## src/rtl/video_stream_gen.sv

```systemverilog
// ---------------------------------------------------------------------------
// video_stream_gen
//
// AXI4-Stream video pattern source in the pixel_clk domain. Produces one
// H_ACTIVE x V_ACTIVE frame per run request, rendering a solid background,
// NUM_RECTS rectangles, 8 colour bars or a checkerboard. The pattern
// configuration is captured once per frame so a frame never tears.
//
// Ports:
//   pixel_clk    pixel clock
//   reset        asynchronous, active-high reset
//   enable       run request, sampled only when a frame is about to start
//   mode         0 solid, 1 rects, 2 colour bars, 3 checkerboard
//   bg_color     RGB444 background
//   fg_color     RGB444 rectangle / checker foreground
//   rect_en      per-rectangle enable
//   rect_x/y     packed top-left corners, rect i at [i*COORD_W +: COORD_W]
//   rect_w/h     packed sizes, same packing
//   tdata        {R,G,B}, each CH_W bits
//   tvalid       stream valid
//   tready       stream ready
//   tuser        start of frame (pixel 0,0)
//   tlast        end of line (x = H_ACTIVE-1)
//   busy         a frame is in progress (including its last pending beat)
//   frame_done   one-cycle pulse after the final beat of a frame handshakes
//   frame_count  completed frames, wraps at 16 bits
//
// Stream handshake: a beat transfers on a rising edge where tvalid and
// tready are both high. Once tvalid is high, tdata/tuser/tlast hold until
// that transfer; the output register only reloads when it is empty
// (tvalid=0) or being drained in the same cycle (tready=1).
// ---------------------------------------------------------------------------
module video_stream_gen #(
    parameter int H_ACTIVE     = 640,
    parameter int V_ACTIVE     = 480,
    parameter int COORD_W      = 10,
    parameter int CH_W         = 8,
    parameter int NUM_RECTS    = 2,
    parameter int CHECKER_LOG2 = 5
) (
    input  logic                           pixel_clk,
    input  logic                           reset,
    input  logic                           enable,
    input  logic [1:0]                     mode,
    input  logic [11:0]                    bg_color,
    input  logic [11:0]                    fg_color,
    input  logic [NUM_RECTS-1:0]           rect_en,
    input  logic [NUM_RECTS*COORD_W-1:0]   rect_x,
    input  logic [NUM_RECTS*COORD_W-1:0]   rect_y,
    input  logic [NUM_RECTS*COORD_W-1:0]   rect_w,
    input  logic [NUM_RECTS*COORD_W-1:0]   rect_h,
    output logic [3*CH_W-1:0]              tdata,
    output logic                           tvalid,
    input  logic                           tready,
    output logic                           tuser,
    output logic                           tlast,
    output logic                           busy,
    output logic                           frame_done,
    output logic [15:0]                    frame_count
);

    typedef enum logic {
        S_IDLE = 1'b0,
        S_RUN  = 1'b1
    } state_t;

    localparam logic [COORD_W-1:0] X_LAST = COORD_W'(H_ACTIVE - 1);
    localparam logic [COORD_W-1:0] Y_LAST = COORD_W'(V_ACTIVE - 1);
    localparam int                 BAR_W  = H_ACTIVE / 8;

    // Replicate a 4-bit channel MSB-first and keep the top CH_W bits.
    function automatic logic [CH_W-1:0] expand(input logic [3:0] nib);
        logic [15:0] rep;
        rep = {4{nib}};
        return rep[15 -: CH_W];
    endfunction

    // ------------------------------------------------------------------
    // State and registers
    // ------------------------------------------------------------------
    state_t                         state_q, state_d;
    logic [COORD_W-1:0]             x_q, x_d;
    logic [COORD_W-1:0]             y_q, y_d;

    logic [1:0]                     mode_q, mode_d;
    logic [11:0]                    bg_q, bg_d;
    logic [11:0]                    fg_q, fg_d;
    logic [NUM_RECTS-1:0]           rect_en_q, rect_en_d;
    logic [NUM_RECTS*COORD_W-1:0]   rect_x_q, rect_x_d;
    logic [NUM_RECTS*COORD_W-1:0]   rect_y_q, rect_y_d;
    logic [NUM_RECTS*COORD_W-1:0]   rect_w_q, rect_w_d;
    logic [NUM_RECTS*COORD_W-1:0]   rect_h_q, rect_h_d;

    logic [3*CH_W-1:0]              tdata_q, tdata_d;
    logic                           tvalid_q, tvalid_d;
    logic                           tuser_q, tuser_d;
    logic                           tlast_q, tlast_d;
    // Marks that the beat in the output register is the frame's last pixel.
    logic                           eof_q, eof_d;
    logic                           busy_q, busy_d;
    logic                           frame_done_q, frame_done_d;
    logic [15:0]                    frame_count_q, frame_count_d;

    // ------------------------------------------------------------------
    // Pixel colour from the latched configuration at (x_q, y_q)
    // ------------------------------------------------------------------
    logic [NUM_RECTS-1:0] rect_hit;

    for (genvar i = 0; i < NUM_RECTS; i++) begin : g_rect
        logic [COORD_W:0] rx, ry, rx_end, ry_end;
        // One extra bit so rx+rw never wraps; rects hanging off the
        // screen simply stop matching at the edge.
        assign rx     = {1'b0, rect_x_q[i*COORD_W +: COORD_W]};
        assign ry     = {1'b0, rect_y_q[i*COORD_W +: COORD_W]};
        assign rx_end = rx + {1'b0, rect_w_q[i*COORD_W +: COORD_W]};
        assign ry_end = ry + {1'b0, rect_h_q[i*COORD_W +: COORD_W]};
        // A zero width or height makes the half-open interval empty.
        assign rect_hit[i] = rect_en_q[i]
                           && ({1'b0, x_q} >= rx) && ({1'b0, x_q} < rx_end)
                           && ({1'b0, y_q} >= ry) && ({1'b0, y_q} < ry_end);
    end

    logic [2:0]  bar_idx;
    logic [11:0] bar_rgb;
    logic [11:0] pix_rgb;

    always_comb begin
        // Bar index is the number of bar boundaries at or left of x,
        // which saturates at 7 when H_ACTIVE is not a multiple of 8.
        bar_idx = 3'd0;
        for (int k = 1; k < 8; k++) begin
            if (int'(x_q) >= k * BAR_W) begin
                bar_idx = 3'(k);
            end
        end

        case (bar_idx)
            3'd0:    bar_rgb = 12'hFFF;
            3'd1:    bar_rgb = 12'hFF0;
            3'd2:    bar_rgb = 12'h0FF;
            3'd3:    bar_rgb = 12'h0F0;
            3'd4:    bar_rgb = 12'hF0F;
            3'd5:    bar_rgb = 12'hF00;
            3'd6:    bar_rgb = 12'h00F;
            default: bar_rgb = 12'h000;
        endcase

        case (mode_q)
            2'd0:    pix_rgb = bg_q;
            2'd1:    pix_rgb = (|rect_hit) ? fg_q : bg_q;
            2'd2:    pix_rgb = bar_rgb;
            default: pix_rgb = (x_q[CHECKER_LOG2] ^ y_q[CHECKER_LOG2]) ? fg_q : bg_q;
        endcase
    end

    // ------------------------------------------------------------------
    // Next-state logic
    // ------------------------------------------------------------------
    logic slot_free;
    logic load;
    logic last_pix;
    logic latch_cfg;

    always_comb begin
        slot_free = !tvalid_q || tready;
        load      = (state_q == S_RUN) && slot_free;
        last_pix  = (x_q == X_LAST) && (y_q == Y_LAST);

        state_d       = state_q;
        x_d           = x_q;
        y_d           = y_q;
        latch_cfg     = 1'b0;
        tdata_d       = tdata_q;
        tvalid_d      = tvalid_q;
        tuser_d       = tuser_q;
        tlast_d       = tlast_q;
        eof_d         = eof_q;

        case (state_q)
            S_IDLE: begin
                if (enable && slot_free) begin
                    latch_cfg = 1'b1;
                    state_d   = S_RUN;
                end
            end
            default: begin
                // The next frame's configuration is captured on the same
                // edge that loads the last pixel, so frames run back to back.
                if (load && last_pix) begin
                    if (enable) begin
                        latch_cfg = 1'b1;
                    end else begin
                        state_d = S_IDLE;
                    end
                end
            end
        endcase

        mode_d    = latch_cfg ? mode     : mode_q;
        bg_d      = latch_cfg ? bg_color : bg_q;
        fg_d      = latch_cfg ? fg_color : fg_q;
        rect_en_d = latch_cfg ? rect_en  : rect_en_q;
        rect_x_d  = latch_cfg ? rect_x   : rect_x_q;
        rect_y_d  = latch_cfg ? rect_y   : rect_y_q;
        rect_w_d  = latch_cfg ? rect_w   : rect_w_q;
        rect_h_d  = latch_cfg ? rect_h   : rect_h_q;

        if (load) begin
            tvalid_d = 1'b1;
            tdata_d  = {expand(pix_rgb[11:8]), expand(pix_rgb[7:4]), expand(pix_rgb[3:0])};
            tuser_d  = (x_q == '0) && (y_q == '0);
            tlast_d  = (x_q == X_LAST);
            eof_d    = last_pix;
            if (x_q == X_LAST) begin
                x_d = '0;
                y_d = (y_q == Y_LAST) ? '0 : y_q + 1'b1;
            end else begin
                x_d = x_q + 1'b1;
            end
        end else if (tready) begin
            tvalid_d = 1'b0;
        end

        frame_done_d  = tvalid_q && tready && eof_q;
        frame_count_d = frame_count_q + 16'(frame_done_d);
        // Busy covers the running frame and its final beat until it drains.
        busy_d        = (state_d == S_RUN) || tvalid_d;
    end

    // ------------------------------------------------------------------
    // Registers
    // ------------------------------------------------------------------
    always_ff @(posedge pixel_clk or posedge reset) begin
        if (reset) begin
            state_q       <= S_IDLE;
            x_q           <= '0;
            y_q           <= '0;
            mode_q        <= '0;
            bg_q          <= '0;
            fg_q          <= '0;
            rect_en_q     <= '0;
            rect_x_q      <= '0;
            rect_y_q      <= '0;
            rect_w_q      <= '0;
            rect_h_q      <= '0;
            tdata_q       <= '0;
            tvalid_q      <= 1'b0;
            tuser_q       <= 1'b0;
            tlast_q       <= 1'b0;
            eof_q         <= 1'b0;
            busy_q        <= 1'b0;
            frame_done_q  <= 1'b0;
            frame_count_q <= '0;
        end else begin
            state_q       <= state_d;
            x_q           <= x_d;
            y_q           <= y_d;
            mode_q        <= mode_d;
            bg_q          <= bg_d;
            fg_q          <= fg_d;
            rect_en_q     <= rect_en_d;
            rect_x_q      <= rect_x_d;
            rect_y_q      <= rect_y_d;
            rect_w_q      <= rect_w_d;
            rect_h_q      <= rect_h_d;
            tdata_q       <= tdata_d;
            tvalid_q      <= tvalid_d;
            tuser_q       <= tuser_d;
            tlast_q       <= tlast_d;
            eof_q         <= eof_d;
            busy_q        <= busy_d;
            frame_done_q  <= frame_done_d;
            frame_count_q <= frame_count_d;
        end
    end

    assign tdata       = tdata_q;
    assign tvalid      = tvalid_q;
    assign tuser       = tuser_q;
    assign tlast       = tlast_q;
    assign busy        = busy_q;
    assign frame_done  = frame_done_q;
    assign frame_count = frame_count_q;

endmodule

```

## config.mk

```make
export PLATFORM = sky130hd
export DESIGN_NAME = video_stream_gen
export DESIGN_NICKNAME = d
export VERILOG_FILES = /design/src/rtl/video_stream_gen.sv
export SDC_FILE = /design/constraint.sdc
export NUM_CORES = 1
export LEC_CHECK = 0
export ABC_CLOCK_PERIOD_IN_PS = 4750
export CAP_MARGIN = 10
export CORE_ASPECT_RATIO = 1.1
export CORE_UTILIZATION = 40
export DETAILED_ROUTE_END_ITERATION = 16
export PLACE_DENSITY_LB_ADDON = 0.1
export SLEW_MARGIN = 20
export SYNTH_ARGS = -nofsm -noshare
export SYNTH_HDL_FRONTEND = slang
export SYNTH_SLANG_ARGS = --single-unit
```

## constraint.sdc

```tcl
create_clock -name pixel_clk -period 4.75 [get_ports pixel_clk]
set_input_delay 0.475 -clock pixel_clk [delete_from_list [all_inputs] [get_ports pixel_clk]]
set_output_delay 0.475 -clock pixel_clk [all_outputs]
set_load 0.02 [all_outputs]
```

Yosys cells after proc, flatten, opt, wreduce, memory -nomap -nowiden
Index checks and enable logic that the tools add are counted. W data, S select, Z words.

Flip-flop bits (word level): 175. Word-level logic and storage cells: 97. Input bits: 112.

Add/subtract/negate cells: 7. Equality and inequality tests: 10. Muxes and demuxes: 21. $lt $le $gt $ge: 15. Bitwise gates (word level): 1. Reductions and logical operators: 24.

Operator list (count): $pmux W12 S7 (1); $add A10 B10 Y11 (4); $lt A10 B11 Y1 (4); $ge A10 B10 Y1 (4); $pmux W12 S3 (1); $ge A10 B9 Y1 const B (3); $mux W12 (2); $add A10 B1 Y10 const B (2); $ge A10 B8 Y1 const B (2); $logic_not A10 Y1 (2); $mux W10 (2); $add A16 B1 Y16 (1); $logic_and A1 B1 Y1 (15); $mux W3 (4); $eq A10 B10 Y1 const B (1); $eq A10 B9 Y1 const B (1); $ge A10 B10 Y1 const B (1); $ge A10 B7 Y1 const B (1); $eq A3 B3 Y1 const B (3); $mux W1 (9); $eq A3 B2 Y1 const B (2); $mux W2 (2); $eq A3 B1 Y1 const B (1); $logic_not A3 Y1 (1); 8 further kinds (9).

Longest topological paths before layout
Gate-level depths: netlist (run 1).

Word-level depth: 11. Mapped depth: 17.

Least setup slack after synthesis (run 1)
Ideal clock, no wire load.

Path kind: register to register. Start point: reg rect_x_q[11]. End point: reg tdata_q[12], in the netlist tdata[12]. Setup slack: 1.108 ns. Period minus slack after synthesis: 3.642 ns. Buffers on the path: 1. Setup time: 0.134 ns. Arrival time: 3.509 ns. Stages on the path, launching flop included: 17. Path through: dfrtp_1 -> ha_1 -> a21o_1 -> a21oi_1 -> o21bai_1 -> a21oi_1 -> o21ai_0 -> and4b_1 -> a311oi_1 -> ha_1 -> a2111oi_0 -> o21ai_0 -> o21ai_0 -> o2111ai_1 -> clkbuf_1 -> o211ai_1 -> o211ai_1.

Word-level cells in the longest chain between the ends: 8. Elaborated cells on any way between the ends: 10. Those cells by class: add/sub (1); order compare (2); mux (2); reduce/logical (5).

RTL lines: start: declaration (RTL line 89) `logic [NUM_RECTS*COORD_W-1:0] rect_x_q, rect_x_d;`; start signal: assignment (RTL line 262) `rect_x_q <= rect_x_d;`; $add A10 B10 Y11 or $ge A10 B10 Y1 (tied branches) (RTL line 115, 119); $lt A10 B11 Y1 or $logic_and A1 B1 Y1 (tied branches) (RTL line 119) `&& ({1'b0, x_q} >= rx) && ({1'b0, x_q} < rx_end)`; $logic_and A1 B1 Y1 (*) (RTL line 119); $logic_and A1 B1 Y1 (*) (2 in series) (RTL line 120) `&& ({1'b0, y_q} >= ry) && ({1'b0, y_q} < ry_end);`; $reduce_or A2 Y1 (*) (RTL line 150) `2'd1: pix_rgb = (|rect_hit) ? fg_q : bg_q;`; $mux W12 (*) (RTL line 150); $pmux W12 S3 (*) (RTL line 148) `case (mode_q)`; end signal: assignment (RTL line 266) `tdata_q <= tdata_d;`; end: declaration (RTL line 94) `logic [3*CH_W-1:0] tdata_q, tdata_d;`.

Every way passes the cells marked *; elsewhere a longest branch is shown, timed or not. A chain may end at the register's enable or synchronous reset.

Worst setup path in the final report (run 1)
Start point: reg rect_x_q[11]. End point: reg tdata_q[22], in the netlist tdata[22].

The elaborated chain is that of the path after synthesis.

==> results of run 1 <==
worst max-delay path: cells and delay by family (launching register included):
family | cells | cell delay (ps)
simple gates | 1 | 210
fa+ha+maj | 2 | 580
buf+inv | 1 | 210
compound gates | 12 | 2820
flops | 1 | 430
what timing repair did:
item | in CTS | in global routing
setup endpoints to repair | 0 | 12
resized for setup | 0 | 1
buffers inserted | 0 | 0
kinds of logic (layout without fill, tap and decap cells):
kind of cell,after synthesis,after routing,synth area share [%]
compound gates,243,243,15.0
simple gates,195,195,9.44
flops,163,163,38.3
fa+ha+maj,126,126,15.1
mux,120,120,13.2
buf+inv,105,257,4.65
xor+xnor,52,52,4.27
sequential cells by signal, indices dropped and copies added, names as in the netlist, 12 cells and up:
name,flops
tdata,12
rect_x_q,20
fg_q,12
rect_w_q,20
rect_h_q,20
frame_count,16
rect_y_q,20
bg_q,12
metrics by stage:
step	setup slack, ps	util (%)
after global routing	51.7	50.0
final	412	50.0
after global placement	537	47.8
after floorplan	1110	-
after detailed placement	328	47.8
after CTS	299	50.0
routing by layer:
| layer | global-route usage (%) | routed length (um) | up-vias |
|---|---|---|---|
| met3 | 2.51 | 808 | 26 |
| met5 | 0 | 0 | - |
| met2 | 30.7 | 11500 | 162 |
| li1 | - | - | 3970 |
| met4 | 5.50 | 384 | 0 |
| met1 | 25.4 | 11900 | 3822 |
cell type report:
| type | count | area, um^2 |
|---|---|---|
| inverter | 62 | 236 |
| sequential | 163 | 4080 |
| fill | 2438 | 13100 |
| clock buffer | 22 | 484 |
| clock inverter | 10 | 98.8 |
| multi-input combinational | 736 | 6110 |
| timing repair buffer | 163 | 1630 |
| tap | 352 | 440 |
cells in the final DEF, fill, tap and decap left out, drive strengths merged, types with 10 or more instances in the layout:
cell,netlist,final
clkbuf,11,22
nand2,62,62
xor2,17,17
a21o,16,16
nand2b,10,10
dfrtp,163,163
mux2i,12,12
mux2,108,108
a21oi,45,45
nand3,14,14
inv,62,63
clkdlybuf4s50,0,156
o211a,14,14
o21ai,66,66
xnor2,35,35
nor2,47,47
ha,122,122
o211ai,43,43
nand4,11,11
power breakdown:
part	internal, W	leakage (nW)	switching (W)
clock network	0.000783	0.283	0.000597
logic	0.000770	3.82	0.000763
registers	0.00155	2.04	0.000229
total	0.00311	6.14	0.00159
path summary, 6_finish.rpt:
check                                     endpoint  depth (start not counted)
max                          tdata[22]$_DFFE_PP0P_                         16
min                              eof_q$_DFFE_PP0P_                          1
max reg2reg                  tdata[22]$_DFFE_PP0P_                         16
min reg2reg                      eof_q$_DFFE_PP0P_                          1
max in group asynchronous       x_q[7]$_DFFE_PP0P_                          3
min in group asynchronous  rect_x_q[9]$_DFFE_PP0P_                          3
==> metrics.yaml, run 1 <==
hold_start: "eof_q$_DFFE_PP0P_"
cpMostUsedCell: "o21ai_0"
synthArstFlopShare_pct: 100
crit_path_start: "rect_x_q[11]$_DFFE_PP0P_"
num_vias: 7980
rows: 62
wire_per_inst_um: 16.3
critPathRequiredTime_ps: 5090
path_cells: "ha_1 -> a21o_1 -> a21oi_1 -> o21bai_1 -> a21oi_1 -> o21ai_0 -> and4b_1 -> a311oi_1 -> ha_1 -> a2111oi_0 -> o21ai_0 -> o21ai_0 -> o2111ai_1 -> buf_4 -> o21a_1 -> o211ai_1"
grt_max_degree: 164
r2r_start: "rect_x_q[11]$_DFFE_PP0P_"
synth_most_common_cell: "dfrtp_1"
arrival_ps: 4680
cts_inserted_buffers: 17
finalInstanceArea_mm2: 0.0131
synth_edf_count: 0
postCtsHoldBufs: 0
syn_to_final_growth_pct: 22.7
cts_sinks: 163
tightestPinTransition_ps: 1030
slew_viol_final: 0
dp_hpwl_um: 18000
cts_buffer_depth: 2
yosysWarnings: 0
whs_ps: 475
finalHoldViolCount: 0
gp_congestion: 0.814
grtUsageTotal_pct: 18.7
root_buffer: "clkbuf_16"
finalCritPeriodShare_pct: 91.3
htree_levels: 4
grt-ovfl-total: 0
power_density_mw_per_mm2: 359
synth_top_flop_cell: "dfrtp_1"
drtIter0Drc: 376
dieArea_mm2: 0.0273
synthDistinctLibCells: 65
path_clk_slew_ps: 70
routed_wl_um: 24600
synth_area_mm2: 0.0107
syn_inst: 1004
synth_top_area_share_pct: 38.3
grt_pass1_vias: 8006
slowest_stage: "dfrtp_1"
grt_pass1_wl_um: 40400
critPathMaxFanout: 13
status: "finished, final reports clean"
endpoint_kind: "flop"
setup_viol: 0
port_buffers: 156
antenna_found_initial: 0
final.setup.tns_ps: 0
timing.fmax_ghz: 0.231
yosys.area.top_type: "dfrtp_1"
crit_type: "flop to flop"
dp.cells: 1476
regToRegSetupSlack_ps: 410
instances_no_fill: 1508
coreArea_mm2: 0.0261
synth_area_leaders: "dfrtp_1 38%, ha_1 14%, mux2_2 9.3%"
first_pass_iters: 5
yosys-top-cells-count: "163 x dfrtp_1, 122 x ha_1, 88 x mux2_2, 65 x o21ai_0, 62 x inv_1"
skew_ps: 13.9
syn-num-nets: 1242
slew_headroom_pct: 30.9
synth_seq_cells: 163
power_w: 0.00469
initial_utilization_pct: 40.8
ioPinCount: 157
chipWidth_um: 158
grt_setup_unrepaired: "false"
max_stage_delay_ps: 430
worst_setup_path_start_kind: "flop"
die_y_um: 173
irDropWorstVdd_uv: 215
yosysSeqAreaShare_pct: 38.3
clock_latency_ps: 430
cts_tree: "yes"
fin_crit_ps: 4340
final_antenna_net_count: 0
placed_cell_area_mm2: 0.0125
maxCapViolCount: 0
fin_nets: 1381
drc: 0
diodes: 0
hold_class: "flop to flop"
avgSynthCellArea_um2: 10.6
vias_per_cell: 5.29
total_leakage_power_nw: 6.14
final_layout_size_suffix_gt1_share_pct: 14.1
Power figures use the tool's default switching activity.
==> inputs of run 2 (changes only) <==
- CORE_MARGIN: default -> 3
==> run 2 against run 1 <==
  * Non-clock buffer count grew 2
  * Combinational power hardly changed
  * Sequential share of layout area shrank 0.23 points
  * First-iteration DRC count fell by 2.1%
  * Register-to-register slack lost 60 ps
  * Largest power group unchanged
==> metrics.yaml, run 2 (synthesized netlist as in run 1, its figures left out) <==
routed_wl_um: 25000
root_buffer: "clkbuf_16"
diodes: 0
chipWidth_um: 162
drc: 0
status: "finished, final reports clean"
tightestPinTransition_ps: 1070
hold_class: "primary input to asynchronous set/reset pin"
initial_utilization_pct: 40.8
max_stage_delay_ps: 480
clock_latency_ps: 430
maxCapViolCount: 0
power_density_mw_per_mm2: 367
port_buffers: 156
antenna_found_initial: 0
endpoint_kind: "flop"
final.setup.tns_ps: 0
grtUsageTotal_pct: 17.8
cp_top_family: "compound AO/OA/AOI/OAI gates"
cts_sinks: 163
htree_levels: 4
crit_type: "flop to flop"
die_y_um: 177
finalHoldViolCount: 0
cpMostUsedCell: "o21ai_0"
path_clk_slew_ps: 70
dp_hpwl_um: 18400
fin_nets: 1383
fin_crit_ps: 4400
drtIter0Drc: 368
coreArea_mm2: 0.0261
total_leakage_power_nw: 6.18
cts_tree: "yes"
finalCritPeriodShare_pct: 92.6
grt_pass1_vias: 8033
rows: 62
ioPinCount: 157
final_layout_size_suffix_gt1_share_pct: 14.3
setup_viol: 0
gp_congestion: 0.845
grt-ovfl-total: 0
skew_ps: 12.5
post_cts_buffers: 0
syn_to_final_growth_pct: 23.6
layout_common_cells: "163 x dfrtp_1, 156 x clkdlybuf4s50_1, 122 x ha_1, 88 x mux2_2, 65 x o21ai_0"
critPathMaxFanout: 13
cts_inserted_buffers: 17
n_fill_cell: 2431
layout_commonest_cell: "dfrtp_1"
irDropWorstVdd_uv: 207
worst_setup_path_start_kind: "flop"
slew_viol_final: 0
num_vias: 7958
grt_setup_unrepaired: "false"
slew_headroom_pct: 28.4
final_antenna_net_count: 0
cts_buffer_depth: 2
grt_max_degree: 65
slowest_stage: "a2111oi_0"
grt_pass1_wl_um: 41400
vias_per_cell: 5.27
path_cells: "ha_1 -> a21o_1 -> a21oi_1 -> o21bai_1 -> a21oi_1 -> o21ai_0 -> and4b_1 -> a311oi_1 -> ha_1 -> a2111oi_0 -> o21ai_0 -> o21ai_0 -> o2111ai_1 -> buf_4 -> o21a_2 -> o211ai_1"
arrival_ps: 4740
first_pass_iters: 4
dieArea_mm2: 0.0286
critPathRequiredTime_ps: 5090
timing.fmax_ghz: 0.227
path_buf_inv: 1
wire_per_inst_um: 16.6
power_w: 0.00484
-- run 2: cell types whose count changed in the layout (fill, tap and decap cells not counted) --
cell,delta
clkbuf_8,-4
bufinv_16,+3
inv_6,+3
buf_12,+2
clkinv_4,-2
inv_8,+2
a221o_1,+1
a221o_2,-1
clkbuf_1,-1
clkinv_2,-1
o21a_1,-1
o21a_2,+1
-- run 2: per-stage QoR --
| step | utilization, % | cell area [um^2] | setup slack (ps) | cells | hold slack [ps] |
|---|---|---|---|---|---|
| floorplan | - | 10700 | 1110 | 1004 | 442 |
| global placement | 47.8 | 12500 | 450 | 1477 | 462 |
| detailed placement | 47.8 | 12500 | 332 | 1477 | 462 |
| CTS | 50.3 | 13100 | 284 | 1509 | 476 |
| global route | 50.4 | 13200 | 38.5 | 1510 | 380 |
| finish | 50.4 | 13200 | 350 | 1510 | 375 |
-- run 2: what timing repair did --
item | 4_1_cts | 5_1_grt
hold buffers | 0 | 0
setup endpoints to repair | 0 | 6
resized for setup | 0 | 1
-- run 2: final timing paths --
| kind | start | cells past startpoint | endpoint | slack [ps] |
|---|---|---|---|---|
| hold / removal | reset | 2 | frame_count[15]$_DFF_PP0_ | 370 |
| setup / recovery | rect_x_q[11]$_DFFE_PP0P_ | 16 | tdata[19]$_DFFE_PP0P_ | 350 |
| max in group asynchronous | reset | 3 | bg_q[7]$_DFFE_PP0P_ | 3730 |
| setup reg to reg | rect_x_q[11]$_DFFE_PP0P_ | 16 | tdata[19]$_DFFE_PP0P_ | 350 |
| hold reg to reg | frame_count[15]$_DFF_PP0_ | 1 | frame_count[15]$_DFF_PP0_ | 470 |
| min in group pixel_clk | frame_count[15]$_DFF_PP0_ | 1 | frame_count[15]$_DFF_PP0_ | 470 |
-- run 2: cell type report --
type | instances | area, um^2 | share of cell area, %
clock buffer | 17 | 425 | 3.23
clock inverter | 15 | 215 | 1.63
inverter | 62 | 236 | 1.80
multi-input combinational | 736 | 6110 | 46.4
sequential | 163 | 4080 | 31.0
tap | 352 | 440 | 3.34
timing repair buffer | 165 | 1670 | 12.7
-- run 2: power by group --
group          internal, W  switching (W)  total (W)
registers          0.00155       0.000225    0.00178
logic             0.000763       0.000766    0.00153
clock network     0.000897       0.000634    0.00153
total              0.00321        0.00162    0.00484
-- run 2: per-layer routing --
layer  track usage (%)  vias to the layer above  part of all wire, %
met2              28.6                      160                   46
met1              24.9                     3821                   49
li1                  -                     3956                    -
met3              3.11                       21                  3.7
met5                 0                        -                    0
met4              4.91                        0                  1.2
